`src/rtl/slave_apb_pkg.sv`:
```
// rtl/slave_apb_pkg.sv - shared types and helpers for the APB slave bridge
//
// Contents:
//   state_t       bridge FSM states (IDLE, BUS, RESP)
//   irq_stat_ofs  byte offset of the local IRQ status register in the window
//   irq_mask_ofs  byte offset of the local IRQ mask register in the window
//   strb_merge    byte-strobe merge of new data over old data (up to 64 bits)

package slave_apb_pkg;

    typedef enum logic [1:0] {
        IDLE = 2'd0,
        BUS  = 2'd1,
        RESP = 2'd2
    } state_t;

    // Local registers occupy the last two data words of the window.
    function automatic int irq_stat_ofs(input int win_aw, input int data_w);
        return (1 << win_aw) - 2 * (data_w / 8);
    endfunction

    function automatic int irq_mask_ofs(input int win_aw, input int data_w);
        return (1 << win_aw) - (data_w / 8);
    endfunction

    // Bytes of new_v whose strobe is set replace the matching bytes of old_v.
    function automatic logic [63:0] strb_merge(input logic [63:0] old_v,
                                               input logic [63:0] new_v,
                                               input logic [7:0]  strb);
        logic [63:0] r;
        r = old_v;
        for (int b = 0; b < 8; b++) begin
            if (strb[b]) begin
                r[b*8 +: 8] = new_v[b*8 +: 8];
            end
        end
        return r;
    endfunction

endpackage

```
`src/rtl/slave_apb_bridge_p_irq_regs.sv`:
```
// rtl/slave_apb_bridge_p_irq_regs.sv - sticky interrupt status, mask and irq output
//
// Ports:
//   i_pclk, i_preset     clock, synchronous active-high reset
//   i_irq_src[IRQ_N]     level interrupt sources, OR-ed into status every cycle
//   i_stat_we            write-1-to-clear strobe for the status register
//   i_mask_we            write strobe for the mask register
//   i_wdata, i_wstrb     write data and byte strobes
//   o_stat, o_mask       register contents, zero-extended to DATA_W
//   o_irq                registered |(stat & mask)

module slave_apb_irq_regs
    import slave_apb_pkg::*;
#(
    parameter int DATA_W = 32,
    parameter int IRQ_N  = 8
) (
    input  logic                i_pclk,
    input  logic                i_preset,
    input  logic [IRQ_N-1:0]    i_irq_src,
    input  logic                i_stat_we,
    input  logic                i_mask_we,
    input  logic [DATA_W-1:0]   i_wdata,
    input  logic [DATA_W/8-1:0] i_wstrb,
    output logic [DATA_W-1:0]   o_stat,
    output logic [DATA_W-1:0]   o_mask,
    output logic                o_irq
);

    logic [IRQ_N-1:0] stat;
    logic [IRQ_N-1:0] mask;
    logic [IRQ_N-1:0] clr_v;
    logic [IRQ_N-1:0] mask_v;

    always_comb begin
        clr_v  = IRQ_N'(strb_merge(64'd0, 64'(i_wdata), 8'(i_wstrb)));
        mask_v = IRQ_N'(strb_merge(64'(mask), 64'(i_wdata), 8'(i_wstrb)));
        o_stat = '0;
        o_mask = '0;
        o_stat[IRQ_N-1:0] = stat;
        o_mask[IRQ_N-1:0] = mask;
    end

    always_ff @(posedge i_pclk) begin
        if (i_preset) begin
            stat  <= '0;
            mask  <= '0;
            o_irq <= 1'b0;
        end else begin
            // Sources are OR-ed after the clear so a still-active source wins.
            stat <= (stat & ~(i_stat_we ? clr_v : '0)) | i_irq_src;
            if (i_mask_we) begin
                mask <= mask_v;
            end
            o_irq <= |(stat & mask);
        end
    end

endmodule

```
`src/rtl/slave_apb_bridge_p.sv`:
```
// rtl/slave_apb_bridge_p.sv - APB4 slave bridging to a chip-select register backend
//
// Ports:
//   i_pclk, i_preset                 clock, synchronous active-high reset
//   o_irq                            registered |(irq_stat & irq_mask)
//   i_psel, i_penable, i_paddr,
//   i_pwrite, i_pwdata, i_pprot,
//   i_pstrb                          APB4 request
//   o_prdata, o_pready, o_pslverr    APB4 response (one-cycle pready)
//   o_cs, o_we, o_addr, o_wdata,
//   o_wstrb                          backend request, held until ack/timeout
//   i_rdata, i_ack                   backend response
//   i_irq_src                        level interrupt sources

module slave_apb_bridge_p
    import slave_apb_pkg::*;
#(
    parameter int                DATA_W      = 32,
    parameter int                ADDR_W      = 32,
    parameter logic [ADDR_W-1:0] BASE_ADDR   = '0,
    parameter int                WIN_AW      = 12,
    parameter int                TMO_CYC     = 16,
    parameter int                IRQ_N       = 8,
    parameter int                SECURE_REGS = 1
) (
    input  logic                i_pclk,
    input  logic                i_preset,
    output logic                o_irq,
    input  logic                i_psel,
    input  logic                i_penable,
    input  logic [ADDR_W-1:0]   i_paddr,
    input  logic                i_pwrite,
    input  logic [DATA_W-1:0]   i_pwdata,
    input  logic [2:0]          i_pprot,
    input  logic [DATA_W/8-1:0] i_pstrb,
    output logic [DATA_W-1:0]   o_prdata,
    output logic                o_pready,
    output logic                o_pslverr,
    output logic                o_cs,
    output logic                o_we,
    output logic [WIN_AW-1:0]   o_addr,
    output logic [DATA_W-1:0]   o_wdata,
    output logic [DATA_W/8-1:0] o_wstrb,
    input  logic [DATA_W-1:0]   i_rdata,
    input  logic                i_ack,
    input  logic [IRQ_N-1:0]    i_irq_src
);

    localparam int SW = DATA_W / 8;
    localparam int AL = $clog2(SW);
    localparam int CW = $clog2(TMO_CYC + 1);
    localparam logic [WIN_AW-1:0] STAT_OFS = WIN_AW'(irq_stat_ofs(WIN_AW, DATA_W));
    localparam logic [WIN_AW-1:0] MASK_OFS = WIN_AW'(irq_mask_ofs(WIN_AW, DATA_W));

    state_t            state_q, state_d;
    logic              cs_d, we_d, pready_d, pslverr_d;
    logic [WIN_AW-1:0] addr_d;
    logic [DATA_W-1:0] wdata_d, prdata_d;
    logic [SW-1:0]     wstrb_d;
    logic [CW-1:0]     cnt_q, cnt_d;

    logic              access, in_win, misaligned, hit_stat, hit_mask, prot_err;
    logic              stat_we, mask_we;
    logic [DATA_W-1:0] stat_rd, mask_rd;
    logic              unused_prot;

    assign unused_prot = ^{i_pprot[2], i_pprot[0]};

    always_comb begin
        access     = i_psel & i_penable;
        in_win     = (i_paddr[ADDR_W-1:WIN_AW] == BASE_ADDR[ADDR_W-1:WIN_AW]);
        misaligned = |i_paddr[AL-1:0];
        hit_stat   = (i_paddr[WIN_AW-1:0] == STAT_OFS);
        hit_mask   = (i_paddr[WIN_AW-1:0] == MASK_OFS);
        prot_err   = (SECURE_REGS != 0) && i_pprot[1];
    end

    always_comb begin
        state_d   = state_q;
        cs_d      = o_cs;
        we_d      = o_we;
        addr_d    = o_addr;
        wdata_d   = o_wdata;
        wstrb_d   = o_wstrb;
        cnt_d     = cnt_q;
        prdata_d  = '0;
        pready_d  = 1'b0;
        pslverr_d = 1'b0;
        stat_we   = 1'b0;
        mask_we   = 1'b0;
        case (state_q)
            IDLE: begin
                if (access) begin
                    if (!in_win || misaligned) begin
                        state_d   = RESP;
                        pready_d  = 1'b1;
                        pslverr_d = 1'b1;
                    end else if (hit_stat || hit_mask) begin
                        state_d  = RESP;
                        pready_d = 1'b1;
                        if (prot_err) begin
                            pslverr_d = 1'b1;
                        end else if (i_pwrite) begin
                            stat_we = hit_stat;
                            mask_we = hit_mask;
                        end else begin
                            prdata_d = hit_stat ? stat_rd : mask_rd;
                        end
                    end else begin
                        state_d = BUS;
                        cs_d    = 1'b1;
                        we_d    = i_pwrite;
                        addr_d  = i_paddr[WIN_AW-1:0];
                        wdata_d = i_pwrite ? i_pwdata : '0;
                        wstrb_d = i_pwrite ? i_pstrb : '0;
                        cnt_d   = '0;
                    end
                end
            end
            BUS: begin
                // Ack has priority over timeout in the final allowed cycle.
                if (i_ack || (cnt_q == CW'(TMO_CYC - 1))) begin
                    state_d   = RESP;
                    pready_d  = 1'b1;
                    pslverr_d = !i_ack;
                    prdata_d  = (i_ack && !o_we) ? i_rdata : '0;
                    cs_d      = 1'b0;
                    we_d      = 1'b0;
                    addr_d    = '0;
                    wdata_d   = '0;
                    wstrb_d   = '0;
                    cnt_d     = '0;
                end else begin
                    cnt_d = cnt_q + 1'b1;
                end
            end
            RESP: begin
                state_d = IDLE;
            end
            default: begin
                state_d = IDLE;
            end
        endcase
    end

    always_ff @(posedge i_pclk) begin
        if (i_preset) begin
            state_q   <= IDLE;
            o_cs      <= 1'b0;
            o_we      <= 1'b0;
            o_addr    <= '0;
            o_wdata   <= '0;
            o_wstrb   <= '0;
            o_prdata  <= '0;
            o_pready  <= 1'b0;
            o_pslverr <= 1'b0;
            cnt_q     <= '0;
        end else begin
            state_q   <= state_d;
            o_cs      <= cs_d;
            o_we      <= we_d;
            o_addr    <= addr_d;
            o_wdata   <= wdata_d;
            o_wstrb   <= wstrb_d;
            o_prdata  <= prdata_d;
            o_pready  <= pready_d;
            o_pslverr <= pslverr_d;
            cnt_q     <= cnt_d;
        end
    end

    slave_apb_irq_regs #(
        .DATA_W (DATA_W),
        .IRQ_N  (IRQ_N)
    ) u_irq_regs (
        .i_pclk    (i_pclk),
        .i_preset  (i_preset),
        .i_irq_src (i_irq_src),
        .i_stat_we (stat_we),
        .i_mask_we (mask_we),
        .i_wdata   (i_pwdata),
        .i_wstrb   (i_pstrb),
        .o_stat    (stat_rd),
        .o_mask    (mask_rd),
        .o_irq     (o_irq)
    );

endmodule

```
`config.mk`:
```
export PLATFORM = sky130hd
export DESIGN_NAME = slave_apb_bridge_p
export DESIGN_NICKNAME = d
export VERILOG_FILES = /design/src/rtl/slave_apb_pkg.sv /design/src/rtl/slave_apb_bridge_p_irq_regs.sv /design/src/rtl/slave_apb_bridge_p.sv
export SDC_FILE = /design/constraint.sdc
export NUM_CORES = 1
export LEC_CHECK = 0
export CELL_PAD_IN_SITES_DETAIL_PLACEMENT = 1
export CELL_PAD_IN_SITES_GLOBAL_PLACEMENT = 1
export CORE_MARGIN = 8
export CORE_UTILIZATION = 31
export CTS_BUF_LIST = sky130_fd_sc_hd__clkbuf_8
export CTS_CLUSTER_SIZE = 20
export DETAILED_ROUTE_END_ITERATION = 7
export HOLD_SLACK_MARGIN = 0.05
export PLACE_DENSITY_LB_ADDON = 0.15
export REMOVE_ABC_BUFFERS = 1
export SLEW_MARGIN = 20
export SYNTH_ARGS = -nofsm -noshare
export SYNTH_HDL_FRONTEND = slang
export SYNTH_SLANG_ARGS = --single-unit
export TNS_END_PERCENT = 5
```
`constraint.sdc`:
```
create_clock -name i_pclk -period 2.5 [get_ports i_pclk]
set_clock_uncertainty 0.1 [all_clocks]
set_input_delay 0.625 -clock i_pclk [delete_from_list [all_inputs] [get_ports i_pclk]]
set_output_delay 0.625 -clock i_pclk [all_outputs]
set_load 0.01 [all_outputs]
```
==> results.md, run 1 <==
* Outcome: completed
* Post-cts sizing count at 0
* Power Density at 463.2 mW/mm2
* Root Buffer: clkbuf_8
* Gpl congestion at 0.7691
* Mux contribution to synthesized area at 0.04183
* WHS Path Cells at 2
* Crit path cell chain: clkdlybuf4s50_1 -> nor4_4 -> nand4_4 -> nor4_4 -> nor2_4 -> buf_12 -> a22o_1
* Die width at 130.6 um
* Global-route wire length before repair at 21420 um
* Hold Path Class: reg -> reg
* Tightest Pin Transition at 0.3911 ns
* Slew Viols, Final at 0
* Ant. Diodes at 0
* Area added between synthesis and finish at 65.36%
* Placed Cells at 754
* Post-Syn Area at 0.004068 mm2
* Sink Count at 108
* Synth Area in Compound Gates at 0.1436
* Max Cap Viol at 0
* Syn. warnings at 0
* Die Height at 130.6 um
* Clock Pin Slew Worst Setup and Hold Paths at 0.09 ns
* Cells after synthesis at 358
* Period utilization at 0.9695
* WP data arrival at 2.59 ns
* Maximum level of the CTS H-tree at 3
* Leak Pwr at 2.508 nW
* FMAX at 412.6 MHz
* Min Tclk post-route at 2.424 ns
* DP Area at 0.006536 mm2
* Startpoint types: primary input
* Layout cell share with drive strength beyond 1 at 0.1164
* Most used cell, CP: nor4_4
* # nets final at 708
* Final Hold Viols at 0
* CTS tree: done
* Setup violations, final at 0
* Sum of buffers and inverters on the critical path at 2
* Critical path capture point type: flip-flop
* Area of the core at 0.01303 mm2
* Post-DP HPWL at 11310 um
* Final Non-Filler Cells at 769
* Fill count at 1467
* Routed wire per std cell at 18.67 um
* Iteration-0 DRC count of the detailed router at 157
* WHS at 0.3630 ns
* WL final at 14360 um
* Vias in the first global route at 3986
* Post-CTS Setup Repair Bufs at 0
* CTS Hold Bufs at 0
* Post-Synth Simple-Gate Area at 0.2421
* Port buffer count at 199
* Via/cell ratio at 4.766
* Slew margin rel. at 0.7358
* CTS Buffer Depth at 2
* Num CTS Buffers at 9
* Num ports at 202
* Yosys cell types at 48
* Routed via count at 3665
* Final ANT Viol Nets at 0
* CP required at 2.66 ns
* Crit-path slowest cell: clkdlybuf4s50_1
* Worst Reg-to-Reg Cells at 8
* CP max FO at 42
* CP max stage delay at 0.45 ns
* Ys flop type: dfxtp_1
* Pre-CTS setup slack at -0.3020 ns
* DR pass1 iterations at 4
* Synthesized-area fraction occupied by adder cells at 0.006152
* WS Path Type: in -> reg
* Grt ovf at 0
* #FFs+latches synth at 108
* Setup ws final at 0.07615 ns
* Design Area, Final at 0.006726 mm2
* Worst-skew pair later-pin latency at 0.37 ns
* Largest net degree at the start of global routing at 43
* XOR/XNOR Fraction of Synth Area at 0.002153
* Total track usage at 0.1647
* Die area at 0.01704 mm2
* CP delay by family, top: simple AND/OR/NAND/NOR gates
* # rows at 42
* Drt drc at 0
* Post-synth EDFFs at 0
* Seq/Total Area, Yosys at 0.5315
* Mapped Avg Cell Area at 11.36 um2
* Fin Setup TNS at 0 ns
* Asr flop ratio synth at 0
* Maximum VDD drop at 398.6 uV
* RSZ-0062 raised after global routing: false
* Critical path depth in cells at 7
* Initial cell density of the core at 0.3121
* Initial antenna violation count at 0
* Largest family of logic cells by synthesized area: simple AND/OR/NAND/NOR gates
## per-layer routing
layer,global-route usage,share of wire
met1,0.1860,0.42
met2,0.2880,0.50
met3,0.05804,0.071
met4,0.04456,0.012
met5,0,0
## synth_stat cells, types with 4 or more instances
| cell type | instances | share of area |
|---|---|---|
| a22oi_1 | 5 | 0.0092 |
| a22o_1 | 45 | 0.097 |
| and2_1 | 26 | 0.040 |
| clkbuf_1 | 7 | 0.0065 |
| nand2b_1 | 18 | 0.028 |
| buf_4 | 5 | 0.0092 |
| nand2_1 | 6 | 0.0055 |
| nor4_4 | 8 | 0.042 |
| a2bb2oi_1 | 4 | 0.0086 |
| mux2i_1 | 17 | 0.042 |
| o21ai_1 | 5 | 0.0062 |
| dfxtp_1 | 108 | 0.53 |
| nor3_1 | 21 | 0.026 |
| nor2_1 | 16 | 0.015 |
| and4b_1 | 8 | 0.020 |
| buf_2 | 4 | 0.0049 |
## stage by stage
stage | power, mW | util
after floorplan | 1.827 | -
after global placement | 2.077 | 0.5015
after detailed placement | 2.086 | 0.5015
after CTS | 3.170 | 0.5161
after global routing | 3.259 | 0.5161
final | 3.116 | 0.5161
## cell families (layout without fill, tap and decap cells)
logic type / Yosys count / count (layout)
flops: 108 / 108
buf+inv: 23 / 258
compound gates: 72 / 72
simple gates: 135 / 135
fa+ha+maj: 2 / 2
xor+xnor: 1 / 1
mux: 17 / 17
## layout make-up
cell class / count / area, um2 / area share
flip-flops and latches: 108 / 2162 / 0.3214
well taps: 176 / 220.2 / 0.03274
inverters: 3 / 11.26 / 0.001674
multi-input cells: 227 / 1780 / 0.2647
clock inverters: 5 / 52.55 / 0.007813
repair buffers: 240 / 2362 / 0.3512
clock buffers: 10 / 137.6 / 0.02046
## cell usage in the layout, fill, tap and decap left out, types with 3 or more instances in the layout
cell | netlist | routed
o21ai_1 | 5 | 5
nor3_1 | 21 | 21
nand3_1 | 3 | 3
clkbuf_8 | 0 | 10
and2_1 | 26 | 26
nand4b_1 | 3 | 3
clkdlybuf4s50_1 | 0 | 199
nor2_1 | 16 | 15
mux2i_1 | 17 | 17
a22o_1 | 45 | 45
a2bb2oi_1 | 4 | 4
buf_12 | 0 | 5
or3_1 | 3 | 3
buf_4 | 5 | 36
dfxtp_1 | 108 | 108
a22oi_1 | 5 | 5
and4b_1 | 8 | 8
inv_1 | 3 | 4
nor4_4 | 8 | 8
nand2_1 | 6 | 6
nand2b_1 | 18 | 18
## power by group
| part | total (mW) | switching, mW | internal (mW) |
|---|---|---|---|
| Sequential | 1.74 | 0.0104 | 1.73 |
| Combinational | 0.304 | 0.0989 | 0.205 |
| Clock | 1.07 | 0.588 | 0.483 |
| Total | 3.12 | 0.697 | 2.42 |
## final timing paths
path              slack (ns)    endpoint        start
setup reg to reg        0.24  o_wdata[9]     cnt_q[0]
hold / removal          0.36  o_wstrb[0]   o_wstrb[0]
setup / recovery        0.08  o_wdata[9]  i_paddr[13]
hold reg to reg         0.36  o_wstrb[0]   o_wstrb[0]
## flip-flops by register name, indices dropped and copies added, names as in the netlist
signal / count
state_q: 2
u_irq_regs.o_irq: 1
o_wdata: 32
u_irq_regs.stat: 8
o_wstrb: 4
o_prdata: 32
cnt_q: 5
o_pready: 1
o_pslverr: 1
o_we: 1
o_cs: 1
o_addr: 12
u_irq_regs.mask: 8
## tightest hold or removal path: stages, from the launching register on
cell and delay, ns:
dfxtp_1 0.32, inv_1 0.05, o21ai_1 0.06
Power figures use the tool's default switching activity.
==> run 2, diff against run 1 <==
--- a/config.mk
+++ b/config.mk
@@ -7,6 +7,7 @@
 export LEC_CHECK = 0
 export CELL_PAD_IN_SITES_DETAIL_PLACEMENT = 1
 export CELL_PAD_IN_SITES_GLOBAL_PLACEMENT = 1
+export CORE_ASPECT_RATIO = 0.7
 export CORE_MARGIN = 8
 export CORE_UTILIZATION = 31
 export CTS_BUF_LIST = sky130_fd_sc_hd__clkbuf_8
==> run 2 against run 1 <==
Compared with the run above:
- first-iteration DRC count down 42%
- sequential cell count unchanged
- design area up 0.20%
- worst setup slack better by 0.014 ns
- clock power up 8%
- critical path type unchanged
- clock-buffer cell count down 1
- largest cell class unchanged
- die area up 0.34%
- largest power group unchanged
==> results.md, run 2 (synthesis results as in run 1) <==
* Iteration-0 DRC count of the detailed router at 91 (was 157)
* Slew margin rel. at 0.6944 (was 0.7358)
* Area added between synthesis and finish at 65.70% (was 65.36%)
* Final Power at 3.202 mW (was 3.116 mW)
* Via/cell ratio at 4.820 (was 4.766)
* Design Area, Final at 0.006740 mm2 (was 0.006726 mm2)
* Hold Path Class: reg -> reg (unchanged)
* CP delay by family, top: simple AND/OR/NAND/NOR gates (unchanged)
* Pre-CTS setup slack at -0.3584 ns (was -0.3020 ns)
* Maximum level of the CTS H-tree at 3 (unchanged)
* # rows at 35 (was 42)
* Leak Pwr at 2.492 nW (was 2.508 nW)
* Slew Viols, Final at 0 (unchanged)
* Sink Count at 108 (unchanged)
* Fin Setup TNS at 0 ns (unchanged)
* Routed wire per std cell at 18.99 um (was 18.67 um)
* WL final at 14360 um (about the same)
* Worst-skew pair later-pin latency at 0.36 ns (was 0.37 ns)
* Root Buffer: clkbuf_8 (unchanged)
* Final Hold Viols at 0 (unchanged)
* FMAX at 415.0 MHz (was 412.6 MHz)
* CTS Buffer Depth at 2 (unchanged)
* Outcome: completed (unchanged)
* Regs by FF count: o_prdata: 32 flops, o_wdata: 32 flops, o_addr: 12 flops (unchanged)
* CP max stage delay at 0.53 ns (was 0.45 ns)
* Routed via count at 3644 (was 3665)
* Sum of buffers and inverters on the critical path at 1 (was 2)
* Initial antenna violation count at 0 (unchanged)
* Num ports at 202 (unchanged)
* Min Tclk post-route at 2.410 ns (was 2.424 ns)
* Power Density at 475.0 mW/mm2 (was 463.2 mW/mm2)
* CTS Hold Bufs at 0 (unchanged)
* Fill count at 1369 (was 1467)
* Post-DP HPWL at 11470 um (was 11310 um)
* WS Path Type: in -> reg (unchanged)
* Setup ws final at 0.09027 ns (was 0.07615 ns)
* Maximum VDD drop at 267.7 uV (was 398.6 uV)
* Critical path capture point type: flip-flop (unchanged)
* RSZ-0062 raised after global routing: true (was false)
* Vias in the first global route at 3988 (was 3986)
* Initial cell density of the core at 0.3127 (was 0.3121)
* Largest net degree at the start of global routing at 42 (was 43)
* Period utilization at 0.9639 (was 0.9695)
* Gpl congestion at 0.7923 (was 0.7691)
* Drt drc at 0 (unchanged)
* Final ANT Viol Nets at 0 (unchanged)
* Num CTS Buffers at 9 (unchanged)
* WP data arrival at 2.60 ns (was 2.59 ns)
* CP required at 2.69 ns (was 2.66 ns)
* Commonest non-fill, non-tap cell in the layout: clkdlybuf4s50_1 (unchanged)
* CP max FO at 7 (was 42)
* CTS tree: done (unchanged)
* Port buffer count at 199 (unchanged)
* Total track usage at 0.1679 (was 0.1647)
* Grt ovf at 0 (unchanged)
* Setup violations, final at 0 (unchanged)
* Global-route wire length before repair at 22860 um (was 21420 um)
* DP Area at 0.006499 mm2 (was 0.006536 mm2)
* Die area at 0.01710 mm2 (was 0.01704 mm2)
* Die Height at 111.8 um (was 130.6 um)
* Die width at 152.9 um (was 130.6 um)
* Crit-path slowest cell: or4_1 (was clkdlybuf4s50_1)
* Startpoint types: primary input (unchanged)
* DR pass1 iterations at 4 (unchanged)
* Layout cell share with drive strength beyond 1 at 0.1136 (was 0.1164)
* Tightest Pin Transition at 0.4578 ns (was 0.3911 ns)
* Max Cap Viol at 0 (unchanged)
* Crit path cell chain: clkdlybuf4s50_1 -> nor4_4 -> nand4_4 -> or2_4 -> or4_1 -> o21ai_1 (was clkdlybuf4s50_1 -> nor4_4 -> nand4_4 -> nor4_4 -> nor2_4 -> buf_12 -> a22o_1)
* Clock Pin Slew Worst Setup and Hold Paths at 0.09 ns (about the same)
* Ant. Diodes at 0 (unchanged)
* # nets final at 704 (was 708)
* Area of the core at 0.01301 mm2 (was 0.01303 mm2)
* R2R Setup Slk at 0.24 ns (about the same)
* Commonest cells after routing, fill and taps aside: 199 x clkdlybuf4s50_1, 108 x dfxtp_1, 45 x a22o_1 (unchanged)
* Fin util at 0.5182 (was 0.5161)
==> run 2: repair_timing <==
| action | 4_1_cts | 5_1_grt |
|---|---|---|
| hold endpoints to repair | 0 | 0 |
| buffers inserted | 0 | 1 |
| endpoints found under the setup margin | 0 | 54 |
| gates resized for setup | 0 | 3 |
==> run 2: layout make-up <==
cell class / count / area, um2 / area share
clock buffer: 9 / 123.9 / 0.01838
sequential: 108 / 2162 / 0.3208
timing repair buffer: 236 / 2345 / 0.3479
inverter: 3 / 11.26 / 0.001671
clock inverter: 7 / 91.34 / 0.01355
multi-input combinational: 227 / 1799 / 0.2669
tap: 166 / 207.7 / 0.03081
==> run 2: worst reg2reg max path: stages (launching register included) <==
cell,delay [ns]
dfxtp_1,0.37
ha_1,0.25
and3_1,0.19
ha_1,0.21
o21ai_0,0.27
nand2b_1,0.20
nor2_4,0.20
buf_12,0.23
a22o_1,0.19
==> run 2: power by group <==
group / leakage (nW) / switching (mW) / internal, mW
clock: 0.108 / 0.597 / 0.562
sequential: 0.872 / 0.0108 / 1.73
combinational: 1.51 / 0.0985 / 0.203
==> run 2: metal layers <==
layer	routed length, um	share of wire	vias up	GRT usage
li1	-	-	1762	-
met5	0	0	-	0
met2	6758	0.47	127	0.2772
met4	55	0.0038	0	0.03154
met1	6733	0.47	1753	0.2143
met3	809	0.056	2	0.05070
==> run 2: worst paths after layout <==
path	cells after the start	endpoint	start
max	6	o_wstrb[0]	i_paddr[17]
min	2	o_wstrb[0]	o_wstrb[0]
max reg2reg	8	o_wdata[23]	cnt_q[0]
min reg2reg	2	o_wstrb[0]	o_wstrb[0]
==> run 2: stage by stage <==
step | hold WS [ns] | cells
floorplan | 0.3600 | 338
CTS | 0.3663 | 755
finish | 0.3597 | 756
detailed placement | 0.3461 | 739
global placement | 0.3457 | 739
global route | 0.3907 | 756
==> run 3, diff against run 2 <==
--- a/config.mk
+++ b/config.mk
@@ -16,7 +16,7 @@
 export HOLD_SLACK_MARGIN = 0.05
 export PLACE_DENSITY_LB_ADDON = 0.15
 export REMOVE_ABC_BUFFERS = 1
-export SLEW_MARGIN = 20
+export SLEW_MARGIN = 10
 export SYNTH_ARGS = -nofsm -noshare
 export SYNTH_HDL_FRONTEND = slang
 export SYNTH_SLANG_ARGS = --single-unit
==> results of run 3 <==
Same layout as run 2: the final DEF is identical, and so are final timing and power.
